===== config.mk =====
export PLATFORM = sky130hd
export DESIGN_NAME = mem_port_arbiter_flat
export DESIGN_NICKNAME = d
export VERILOG_FILES = /design/src/rtl/mem_port_arbiter_if.sv /design/src/rtl/mem_port_arbiter.sv /design/src/flat_wrapper.sv
export SDC_FILE = /design/constraint.sdc
export NUM_CORES = 1
export LEC_CHECK = 0
export CORE_MARGIN = 2
export CORE_UTILIZATION = 40
export CTS_BUF_LIST = sky130_fd_sc_hd__clkbuf_8 sky130_fd_sc_hd__clkbuf_16
export DETAILED_ROUTE_END_ITERATION = 16
export PLACE_DENSITY_LB_ADDON = 0.1
export SYNTH_ARGS = -nofsm -noshare
export SYNTH_HDL_FRONTEND = slang
export SYNTH_SLANG_ARGS = --single-unit

===== constraint.sdc =====
create_clock -name CLK -period 2.5 [get_ports CLK]
set_input_delay 0.625 -clock CLK [delete_from_list [all_inputs] [get_ports CLK]]
set_output_delay 0.625 -clock CLK [all_outputs]
set_load 0.02 [all_outputs]

===== src/rtl/mem_port_arbiter_if.sv =====
// Handshake and memory bus bundle for mem_port_arbiter.
// Latency: none (wires only).
// Backpressure: none here; requesters hold req until the arbiter pulses ack.
// Ports:
//   fetch side : if_req, if_addr -> ; <- if_rdata, if_ack
//   data side  : d_req, d_we, d_addr, d_wdata -> ; <- d_rdata, d_ack
//   memory side: <- mem_cs, mem_we, mem_addr, mem_wdata ; mem_rdata ->
//   status     : <- busy, grant_d
// slave = arbiter view, master = requester/memory (testbench) view.
`timescale 1ns/1ps
interface mem_port_arbiter_if #(
  parameter int AW = 32,
  parameter int DW = 32
);
  logic          if_req;
  logic [AW-1:0] if_addr;
  logic [DW-1:0] if_rdata;
  logic          if_ack;

  logic          d_req;
  logic          d_we;
  logic [AW-1:0] d_addr;
  logic [DW-1:0] d_wdata;
  logic [DW-1:0] d_rdata;
  logic          d_ack;

  logic          mem_cs;
  logic          mem_we;
  logic [AW-1:0] mem_addr;
  logic [DW-1:0] mem_wdata;
  logic [DW-1:0] mem_rdata;

  logic          busy;
  logic          grant_d;

  modport slave (
    input  if_req, if_addr, d_req, d_we, d_addr, d_wdata, mem_rdata,
    output if_rdata, if_ack, d_rdata, d_ack,
           mem_cs, mem_we, mem_addr, mem_wdata, busy, grant_d
  );

  modport master (
    output if_req, if_addr, d_req, d_we, d_addr, d_wdata, mem_rdata,
    input  if_rdata, if_ack, d_rdata, d_ack,
           mem_cs, mem_we, mem_addr, mem_wdata, busy, grant_d
  );
endinterface


===== src/rtl/mem_port_arbiter.sv =====
// Shares one single-port sync RAM between instruction fetch and data (lw/sw) paths.
// Latency: req sampled in IDLE at cycle t -> mem_cs at t+1 -> ack at t+2+MEM_LAT; one access per MEM_LAT+3 cycles.
// Backpressure: requesters hold req high until their one-cycle ack; the loser simply waits in IDLE.
// Ports:
//   CLK, Reset (async, active low)
//   bus (mem_port_arbiter_if.slave): fetch req/addr/rdata/ack, data req/we/addr/wdata/rdata/ack,
//   memory cs/we/addr/wdata/rdata, busy, grant_d (1 = data owns current/last access).
// Data wins arbitration unless fetch has lost STARVE_MAX consecutive contested decisions.
`timescale 1ns/1ps
module mem_port_arbiter #(
  parameter int AW         = 32,
  parameter int DW         = 32,
  parameter int MEM_LAT    = 1,   // 1..15
  parameter int STARVE_MAX = 4    // 1..15
) (
  input  logic                    CLK,
  input  logic                    Reset,
  mem_port_arbiter_if.slave       bus
);

  localparam logic [3:0] LAT_LD    = 4'(MEM_LAT);
  localparam logic [3:0] STARVE_LIM = 4'(STARVE_MAX);

  typedef enum logic [1:0] {
    IDLE  = 2'd0,
    ISSUE = 2'd1,
    WAIT  = 2'd2,
    DONE  = 2'd3
  } state_t;

  state_t        state, state_nxt;
  logic [3:0]    wait_cnt, wait_cnt_nxt;
  logic [3:0]    starve_cnt, starve_cnt_nxt;

  // Access latched at the IDLE decision; drives the memory bus from ISSUE
  // until the next decision replaces it.
  logic          grant_q, grant_nxt;
  logic          we_q, we_nxt;
  logic [AW-1:0] addr_q, addr_nxt;
  logic [DW-1:0] wdata_q, wdata_nxt;

  logic          capture;
  logic          fetch_wins;

  // Registered outputs.
  logic          mem_cs_q, mem_we_q, busy_q, if_ack_q, d_ack_q;
  logic [DW-1:0] if_rdata_q, d_rdata_q;

  always_comb begin
    state_nxt      = state;
    wait_cnt_nxt   = wait_cnt;
    starve_cnt_nxt = starve_cnt;
    grant_nxt      = grant_q;
    we_nxt         = we_q;
    addr_nxt       = addr_q;
    wdata_nxt      = wdata_q;
    capture        = 1'b0;
    fetch_wins     = 1'b0;

    case (state)
      IDLE: begin
        if (bus.if_req || bus.d_req) begin
          fetch_wins = bus.if_req && (!bus.d_req || (starve_cnt == STARVE_LIM));
          if (fetch_wins) begin
            grant_nxt      = 1'b0;
            we_nxt         = 1'b0;
            addr_nxt       = bus.if_addr;
            starve_cnt_nxt = '0;
          end else begin
            grant_nxt = 1'b1;
            we_nxt    = bus.d_we;
            addr_nxt  = bus.d_addr;
            wdata_nxt = bus.d_wdata;
            // Only a contested loss counts; capped by the fetch_wins check above.
            if (bus.if_req) begin
              starve_cnt_nxt = starve_cnt + 4'd1;
            end
          end
          state_nxt = ISSUE;
        end
      end
      ISSUE: begin
        wait_cnt_nxt = LAT_LD;
        state_nxt    = WAIT;
      end
      WAIT: begin
        wait_cnt_nxt = wait_cnt - 4'd1;
        // Counter hits zero at the end of this cycle: this is the
        // ISSUE+MEM_LAT cycle in which mem_rdata is valid.
        if (wait_cnt == 4'd1) begin
          capture   = 1'b1;
          state_nxt = DONE;
        end
      end
      DONE: begin
        state_nxt = IDLE;
      end
      default: begin
        state_nxt = IDLE;
      end
    endcase
  end

  always_ff @(posedge CLK or negedge Reset) begin
    if (!Reset) begin
      state      <= IDLE;
      wait_cnt   <= '0;
      starve_cnt <= '0;
      grant_q    <= 1'b0;
      we_q       <= 1'b0;
      addr_q     <= '0;
      wdata_q    <= '0;
      mem_cs_q   <= 1'b0;
      mem_we_q   <= 1'b0;
      busy_q     <= 1'b0;
      if_ack_q   <= 1'b0;
      d_ack_q    <= 1'b0;
      if_rdata_q <= '0;
      d_rdata_q  <= '0;
    end else begin
      state      <= state_nxt;
      wait_cnt   <= wait_cnt_nxt;
      starve_cnt <= starve_cnt_nxt;
      grant_q    <= grant_nxt;
      we_q       <= we_nxt;
      addr_q     <= addr_nxt;
      wdata_q    <= wdata_nxt;
      // Outputs are computed from the next state so they line up with the
      // state they belong to while still coming straight from flops.
      mem_cs_q   <= (state_nxt == ISSUE);
      mem_we_q   <= (state_nxt == ISSUE) && we_nxt;
      busy_q     <= (state_nxt != IDLE);
      if_ack_q   <= (state_nxt == DONE) && !grant_nxt;
      d_ack_q    <= (state_nxt == DONE) && grant_nxt;
      if (capture && !grant_q) begin
        if_rdata_q <= bus.mem_rdata;
      end
      // Stores leave d_rdata untouched.
      if (capture && grant_q && !we_q) begin
        d_rdata_q <= bus.mem_rdata;
      end
    end
  end

  assign bus.mem_cs    = mem_cs_q;
  assign bus.mem_we    = mem_we_q;
  assign bus.mem_addr  = addr_q;
  assign bus.mem_wdata = wdata_q;
  assign bus.busy      = busy_q;
  assign bus.grant_d   = grant_q;
  assign bus.if_ack    = if_ack_q;
  assign bus.d_ack     = d_ack_q;
  assign bus.if_rdata  = if_rdata_q;
  assign bus.d_rdata   = d_rdata_q;

endmodule


===== src/flat_wrapper.sv =====
// flat-port wrapper written by rule: the top's interface ports become plain ports
module mem_port_arbiter_flat 
#(
  parameter int AW         = 32,
  parameter int DW         = 32,
  parameter int MEM_LAT    = 1,           
  parameter int STARVE_MAX = 4            
)
  (CLK, Reset, bus_if_req, bus_if_addr, bus_d_req, bus_d_we, bus_d_addr, bus_d_wdata, bus_mem_rdata, bus_if_rdata, bus_if_ack, bus_d_rdata, bus_d_ack, bus_mem_cs, bus_mem_we, bus_mem_addr, bus_mem_wdata, bus_busy, bus_grant_d);
  mem_port_arbiter_if #(.AW(AW), .DW(DW)) bus_i ();
  input  logic CLK;
  input  logic Reset;
  input wire logic [$bits(bus_i.if_req)-1:0] bus_if_req;
  input wire logic [$bits(bus_i.if_addr)-1:0] bus_if_addr;
  input wire logic [$bits(bus_i.d_req)-1:0] bus_d_req;
  input wire logic [$bits(bus_i.d_we)-1:0] bus_d_we;
  input wire logic [$bits(bus_i.d_addr)-1:0] bus_d_addr;
  input wire logic [$bits(bus_i.d_wdata)-1:0] bus_d_wdata;
  input wire logic [$bits(bus_i.mem_rdata)-1:0] bus_mem_rdata;
  output wire logic [$bits(bus_i.if_rdata)-1:0] bus_if_rdata;
  output wire logic [$bits(bus_i.if_ack)-1:0] bus_if_ack;
  output wire logic [$bits(bus_i.d_rdata)-1:0] bus_d_rdata;
  output wire logic [$bits(bus_i.d_ack)-1:0] bus_d_ack;
  output wire logic [$bits(bus_i.mem_cs)-1:0] bus_mem_cs;
  output wire logic [$bits(bus_i.mem_we)-1:0] bus_mem_we;
  output wire logic [$bits(bus_i.mem_addr)-1:0] bus_mem_addr;
  output wire logic [$bits(bus_i.mem_wdata)-1:0] bus_mem_wdata;
  output wire logic [$bits(bus_i.busy)-1:0] bus_busy;
  output wire logic [$bits(bus_i.grant_d)-1:0] bus_grant_d;
  assign bus_i.if_req = bus_if_req;
  assign bus_i.if_addr = bus_if_addr;
  assign bus_i.d_req = bus_d_req;
  assign bus_i.d_we = bus_d_we;
  assign bus_i.d_addr = bus_d_addr;
  assign bus_i.d_wdata = bus_d_wdata;
  assign bus_i.mem_rdata = bus_mem_rdata;
  assign bus_if_rdata = bus_i.if_rdata;
  assign bus_if_ack = bus_i.if_ack;
  assign bus_d_rdata = bus_i.d_rdata;
  assign bus_d_ack = bus_i.d_ack;
  assign bus_mem_cs = bus_i.mem_cs;
  assign bus_mem_we = bus_i.mem_we;
  assign bus_mem_addr = bus_i.mem_addr;
  assign bus_mem_wdata = bus_i.mem_wdata;
  assign bus_busy = bus_i.busy;
  assign bus_grant_d = bus_i.grant_d;
  mem_port_arbiter #(.AW(AW), .DW(DW), .MEM_LAT(MEM_LAT), .STARVE_MAX(STARVE_MAX)) u_core (.CLK(CLK), .Reset(Reset), .bus(bus_i));
endmodule

==> flow_metrics.env, run 1 <==
export IMPL_fin_crit_sh_pct=92.2
export IMPL_power_leakage_nw=4.12
export IMPL_ys_warn_count=0
export IMPL_antenna_left=0
export IMPL_maxCapViolCount=0
export IMPL_core_mm2=0.0146
export IMPL_synth_edff_count=0
export IMPL_required_ns=2.80
export IMPL_p_per_area_mw_per_mm2=1400
export IMPL_vias=4792
export IMPL_setup_violations=0
export IMPL_clkTransAtPathRegs_ns=0.06
export IMPL_slowest_stage="or4_2"
export IMPL_route_detailed_drc=0
export IMPL_drt_initial_drc_count=188
export IMPL_clockBufferDepth=2
export IMPL_dieWidth_um=127
export IMPL_cp_data_arrival_time_ns=2.60
export IMPL_power_w=0.0135
export IMPL_dp_hpwl_mm=12.3
export IMPL_cts_buffers_inserted=17
export IMPL_fillers=1097
export IMPL_cts_tree="built"
export IMPL_intPower_w=0.00877
export IMPL_rows=44
export IMPL_firstDrtPassIters=4
export IMPL_cts_sinks=145
export IMPL_synth_cells=471
export IMPL_portBuffers=266
export IMPL_regArea_mm2=0.00363
export IMPL_root_buffer="clkbuf_16"
export IMPL_drive_gt1_share_pct=19.4
export IMPL_finalSetupTns_ns=0
export IMPL_initial_core_util_pct=41.4
export IMPL_ys_async_sr_fraction_pct=100
export IMPL_slew_viol_final=0
export IMPL_ys_seq_elements=145
export IMPL_overflow=0
export IMPL_crit_buf_inv=2
export IMPL_avgSynthCellArea_um2=12.9
export IMPL_sw_frac_of_total_pct=35.2
export IMPL_postCtsResizedCells=0
export IMPL_nets=880
export IMPL_tightestPinTransition_ns=0.546
export IMPL_die_area_mm2=0.0162
export IMPL_syn_nets=611
export IMPL_power_frac_seq_pct=30.8
export IMPL_irDropWorstVdd_uv=564
export IMPL_cp_end_kind="register"
export IMPL_syn2layout_area_growth_pct=59.5
export IMPL_ys_types=38
export IMPL_crit_type="reg -> reg"
export IMPL_crit_path_max_fanout=32
export IMPL_vias_per_cell=5.11
export IMPL_critPathTopFamily="simple AND/OR/NAND/NOR gates"
export IMPL_p_comb_share_pct=49.1
export IMPL_multi_input_area_mm2=0.00224
export IMPL_die_h_um=127
export IMPL_fmax_ghz=0.434
export IMPL_clock_power_share_pct=20.1
export IMPL_gp_congestion=0.791
export IMPL_rsz0062_at_grt="false"
export IMPL_hold_viol_final=0
export IMPL_fin_util_pct=66.0
export IMPL_period_needed_ns=2.31
export IMPL_outcome="complete, no violations"
export IMPL_grt_pass1_wl_mm=26.5
export IMPL_p_switching_w=0.00476
export IMPL_antenna_found_initial=0
export IMPL_worstHoldPathType="in -> async"
export IMPL_clock_skew_ns=0.00781
export IMPL_crit_chain="inv_1 -> ha_1 -> or3b_4 -> or4_2 -> buf_12 -> mux2_4"
export IMPL_ios=267
export IMPL_finalWirelength_mm=17.2
export IMPL_track_usage_pct=21.2
export IMPL_slowest_delay_ns=0.59
export IMPL_start_kind="register"
export IMPL_synth_main_ff_cell="dfrtp_1"
export IMPL_grt_max_degree=52
export IMPL_maxSlewHeadroom_pct=63.6
export IMPL_grt_pass1_vias=4918
export IMPL_clk_latency_ns=0.42
export IMPL_netlist_area_mm2=0.00606
export IMPL_ys_seq_area_share_pct=59.9
export IMPL_whs_ns=0.153
export IMPL_routedWlPerCell_um=18.3
export IMPL_htreeDepth=4
export IMPL_cts_setup_buffers=0
export IMPL_hold_buffers=0
## Yosys cell counts, types with 2 or more instances
master	instances	share of area [%]
nor2_1	36	2.2
nand2_1	5	0.31
mux2_4	30	7.4
o22ai_1	2	0.21
buf_2	8	0.66
dfrtp_1	145	60
nand2b_1	3	0.31
nor2b_1	2	0.21
nor3_1	3	0.25
a31oi_1	33	3.4
buf_6	3	0.56
mux2_1	5	0.93
clkbuf_1	20	1.2
and3_1	2	0.21
o21ai_0	37	3.1
mux2_2	61	11
inv_1	14	0.87
nand3_1	36	3.0
ha_1	7	1.4
## layer usage
metal | up-vias | wire length, µm | GRT usage (%) | part of all wire [%]
li1 | 2218 | - | - | -
met1 | 2353 | 7020 | 25.3 | 41
met4 | 0 | 516 | 9.24 | 3.0
met2 | 184 | 8630 | 36.2 | 50
met3 | 37 | 993 | 5.65 | 5.8
met5 | - | 0 | 0 | 0
## power groups by stage
stage | clock [W] | combinational [W] | sequential, W
6_report | 0.00272 | 0.00664 | 0.00416
5_1_grt | 0.00288 | 0.00704 | 0.00433
4_1_cts | 0.00276 | 0.00672 | 0.00418
3_5_place_dp | 0 | 0.00669 | 0.00421
3_3_place_gp | 0 | 0.00656 | 0.00416
2_1_floorplan | 0 | 0.00221 | 0.00550
## worst paths after layout
| check | end | slack, ns | from | cells after the start |
|---|---|---|---|---|
| hold reg to reg | u_core.bus.if_rdata[7]$_DFFE_PN0P_ | 0.49 | u_core.bus.if_rdata[7]$_DFFE_PN0P_ | 1 |
| setup reg to reg | u_core.bus.d_rdata[29]$_DFFE_PN0P_ | 0.19 | u_core.wait_cnt[1]$_DFFE_PN0P_ | 6 |
| setup / recovery | u_core.bus.d_rdata[29]$_DFFE_PN0P_ | 0.19 | u_core.wait_cnt[1]$_DFFE_PN0P_ | 6 |
| max in group asynchronous | u_core.bus.d_rdata[17]$_DFFE_PN0P_ | 1.58 | Reset | 2 |
| hold / removal | u_core.bus.if_rdata[20]$_DFFE_PN0P_ | 0.15 | Reset | 1 |
| min in group CLK | u_core.bus.if_rdata[7]$_DFFE_PN0P_ | 0.49 | u_core.bus.if_rdata[7]$_DFFE_PN0P_ | 1 |
## registers in the layout (all words and copies together) (netlist names), 2 cells and up
| register | count |
|---|---|
| u_core.bus.d_rdata | 32 |
| u_core.bus.if_rdata | 32 |
| u_core.bus.mem_addr | 32 |
| u_core.bus.mem_wdata | 32 |
| u_core.starve_cnt | 4 |
| u_core.wait_cnt | 4 |
| u_core.state | 2 |
## metrics by stage
stage	cells	cell area (µm²)	setup slack (ns)
floorplan	471	6060	0.457
global placement	905	9020	0.194
detailed placement	905	9020	0.113
CTS	937	9660	0.206
global route	937	9660	0.112
finish	938	9660	0.194
## placed cells by master, fill, tap and decap left out, types with 7 or more instances in the layout
cell type	count
buf_12	7
nand3_1	36
a31oi_1	33
mux2_4	30
inv_1	14
nor2_1	35
ha_1	7
dfrtp_1	145
clkdlybuf4s50_1	265
clkbuf_16	17
mux2_2	61
o21ai_0	37
buf_4	9
## kinds of logic after synthesis
| kind of cell | Yosys count | share of synthesized area (%) |
|---|---|---|
| AOI/OAI and AO/OA | 79 | 7.62 |
| DFF | 145 | 59.9 |
| adders and majority gates | 7 | 1.45 |
| buffers and inverters | 46 | 3.39 |
| and+or+nand+nor | 97 | 7.82 |
| muxes | 97 | 19.9 |
## cell type report
cell class | instances | area share (%)
inverter | 14 | 0.544
clock inverter | 13 | 1.92
sequential | 145 | 37.5
antenna | 1 | 0.0259
tap | 184 | 2.38
multi-input combinational | 280 | 23.2
timing repair buffer | 282 | 29.7
clock buffer | 19 | 4.69
Note: power is estimated with default switching activity, not from simulation.
==> inputs of run 2 (changes only) <==
--- a/config.mk
+++ b/config.mk
@@ -10,6 +10,7 @@
 export CTS_BUF_LIST = sky130_fd_sc_hd__clkbuf_8 sky130_fd_sc_hd__clkbuf_16
 export DETAILED_ROUTE_END_ITERATION = 16
 export PLACE_DENSITY_LB_ADDON = 0.1
+export RECOVER_POWER = 25
 export SYNTH_ARGS = -nofsm -noshare
 export SYNTH_HDL_FRONTEND = slang
 export SYNTH_SLANG_ARGS = --single-unit
==> run 2 against run 1 <==
Compared with the run above: clock-buffer cell count unchanged; register-to-register slack about the same; via count up 0.81%; worst hold slack better by 0.33 ns; largest power group unchanged; first-iteration DRC count unchanged; maximum frequency down 0.12%; sequential power about the same; core utilization down 0.15 points; setup slack worse by 0.0028 ns; clock skew about the same.
==> flow_metrics.env, run 2 (synthesis results as in run 1) <==
export IMPL_htreeDepth=4
export IMPL_dp_slack_ns=0.113
export IMPL_rsz0062_at_grt="false"
export IMPL_tightestPinTransition_ns=1.44
export IMPL_fin_util_pct=65.8
export IMPL_whs_path_depth=1
export IMPL_fin_crit_sh_pct=92.4
export IMPL_cts_tree="built"
export IMPL_layout_common_cells="clkdlybuf4s50_1, dfrtp_1, mux2_2"
export IMPL_slew_viol_final=0
export IMPL_drt_initial_drc_count=188
export IMPL_start_kind="register"
export IMPL_antenna_found_initial=0
export IMPL_outcome="complete, no violations"
export IMPL_syn2layout_area_growth_pct=59.1
export IMPL_routedWlPerCell_um=18.3
export IMPL_vias=4831
export IMPL_holdCritStartpoint="u_core.bus.if_rdata[7]$_DFFE_PN0P_"
export IMPL_grt_pass1_wl_mm=26.5
export IMPL_r2r_slack_ns=0.19
export IMPL_hold_buffers=0
export IMPL_die_h_um=127
export IMPL_whs_ns=0.484
export IMPL_core_mm2=0.0146
export IMPL_portBuffers=266
export IMPL_root_buffer="clkbuf_16"
export IMPL_final_common_cell="clkdlybuf4s50_1"
export IMPL_track_usage_pct=21.2
export IMPL_placedInstanceArea_mm2=0.00902
export IMPL_cts_sinks=145
export IMPL_period_needed_ns=2.31
export IMPL_maxCapViolCount=0
export IMPL_p_per_area_mw_per_mm2=1400
export IMPL_route_detailed_drc=0
export IMPL_cts_setup_buffers=0
export IMPL_crit_path_max_fanout=32
export IMPL_reg2reg_from="u_core.wait_cnt[1]$_DFFE_PN0P_"
export IMPL_finalInstanceArea_mm2=0.00964
export IMPL_cts_buffers_inserted=17
export IMPL_antenna_left=0
export IMPL_firstDrtPassIters=4
export IMPL_rr_endpoint="u_core.bus.d_rdata[15]$_DFFE_PN0P_"
export IMPL_hold_viol_final=0
export IMPL_grt_max_degree=52
export IMPL_reg2reg_depth=6
export IMPL_cp_data_arrival_time_ns=2.61
export IMPL_ios=267
export IMPL_worstHoldPathType="reg -> reg"
export IMPL_setup_ws_ns=0.191
export IMPL_clk_latency_ns=0.42
export IMPL_nets=880
export IMPL_rows=44
export IMPL_grt_pass1_vias=4918
export IMPL_crit_type="reg -> reg"
export IMPL_overflow=0
export IMPL_postCtsResizedCells=0
export IMPL_clockBufferDepth=2
export IMPL_dieWidth_um=127
export IMPL_power_leakage_nw=4.11
export IMPL_die_area_mm2=0.0162
export IMPL_cp_end_kind="register"
export IMPL_clock_skew_ns=0.00804
export IMPL_finalSetupTns_ns=0
export IMPL_fmax_ghz=0.433
export IMPL_setup_violations=0
export IMPL_dp_hpwl_mm=12.3
export IMPL_vias_per_cell=5.15
export IMPL_clkTransAtPathRegs_ns=0.06
export IMPL_maxSlewHeadroom_pct=3.94
export IMPL_required_ns=2.80
export IMPL_finalWirelength_mm=17.2
export IMPL_irDropWorstVdd_uv=564
export IMPL_gp_congestion=0.791
export IMPL_min_to="u_core.bus.if_rdata[7]$_DFFE_PN0P_"
export IMPL_drive_gt1_share_pct=19.4
export IMPL_initial_core_util_pct=41.4
[run 2: cell types whose count changed in the layout (fill, tap and decap cells not counted)]
cell	previous run	this run
buf_6	1	0
buf_12	7	6
clkbuf_2	0	2
clkbuf_4	0	1
buf_4	9	8
[run 2: stage by stage]
step	total power [W]	std cells
CTS	0.0137	937
global placement	0.0107	905
global route	0.0142	937
detailed placement	0.0109	905
finish	0.0135	938
floorplan	0.00771	471
[run 2: power by group]
group          internal [W]  total (W)  switching [W]  leakage [nW]
Clock               0.00172    0.00271       0.000990         0.309
Sequential          0.00354    0.00417       0.000631          1.70
Combinational       0.00350    0.00664        0.00314          2.10
Total               0.00876     0.0135        0.00476          4.11
[run 2: critical path, cell delays in order (launching register included)]
cell and delay, ns:
dfrtp_1 0.38, inv_1 0.10, ha_1 0.14, or3b_4 0.40, or4_2 0.59, buf_12 0.21
mux2_4 0.33
[run 2: layout make-up]
type | instances | area, µm²
fillers | 1099 | 5000
flip-flops and latches | 145 | 3630
repair buffers | 282 | 2850
multi-input cells | 280 | 2240
clock buffers | 19 | 453
well taps | 184 | 230
clock inverters | 13 | 185
inverters | 14 | 52.6
diodes | 1 | 2.50
[run 2: worst max-delay path by stage]
stage	start	end	slack, ns	depth (start not counted)
after global placement	bus_d_req	u_core.bus.mem_wdata[15]$_DFFE_PN0P_	0.19	5
final	u_core.wait_cnt[1]$_DFFE_PN0P_	u_core.bus.d_rdata[15]$_DFFE_PN0P_	0.19	6
after CTS	u_core.wait_cnt[1]$_DFFE_PN0P_	u_core.bus.d_rdata[15]$_DFFE_PN0P_	0.21	6
after detailed placement	bus_d_req	u_core.bus.mem_wdata[0]$_DFFE_PN0P_	0.11	5
after floorplan	u_core.wait_cnt[1]$_DFFE_PN0P_	u_core.bus.d_rdata[10]$_DFFE_PN0P_	0.46	7
after global routing	Reset	u_core.bus.if_rdata[23]$_DFFE_PN0P_	0.08	2
[run 2: per-layer routing]
layer	up-vias	wire length [µm]	global-route usage, %	share of wire [%]
li1	2219	-	-	-
met1	2386	7080	25.3	41
met2	187	8570	36.2	50
met3	39	990	5.65	5.8
met4	0	520	9.24	3.0
met5	-	0	0	0
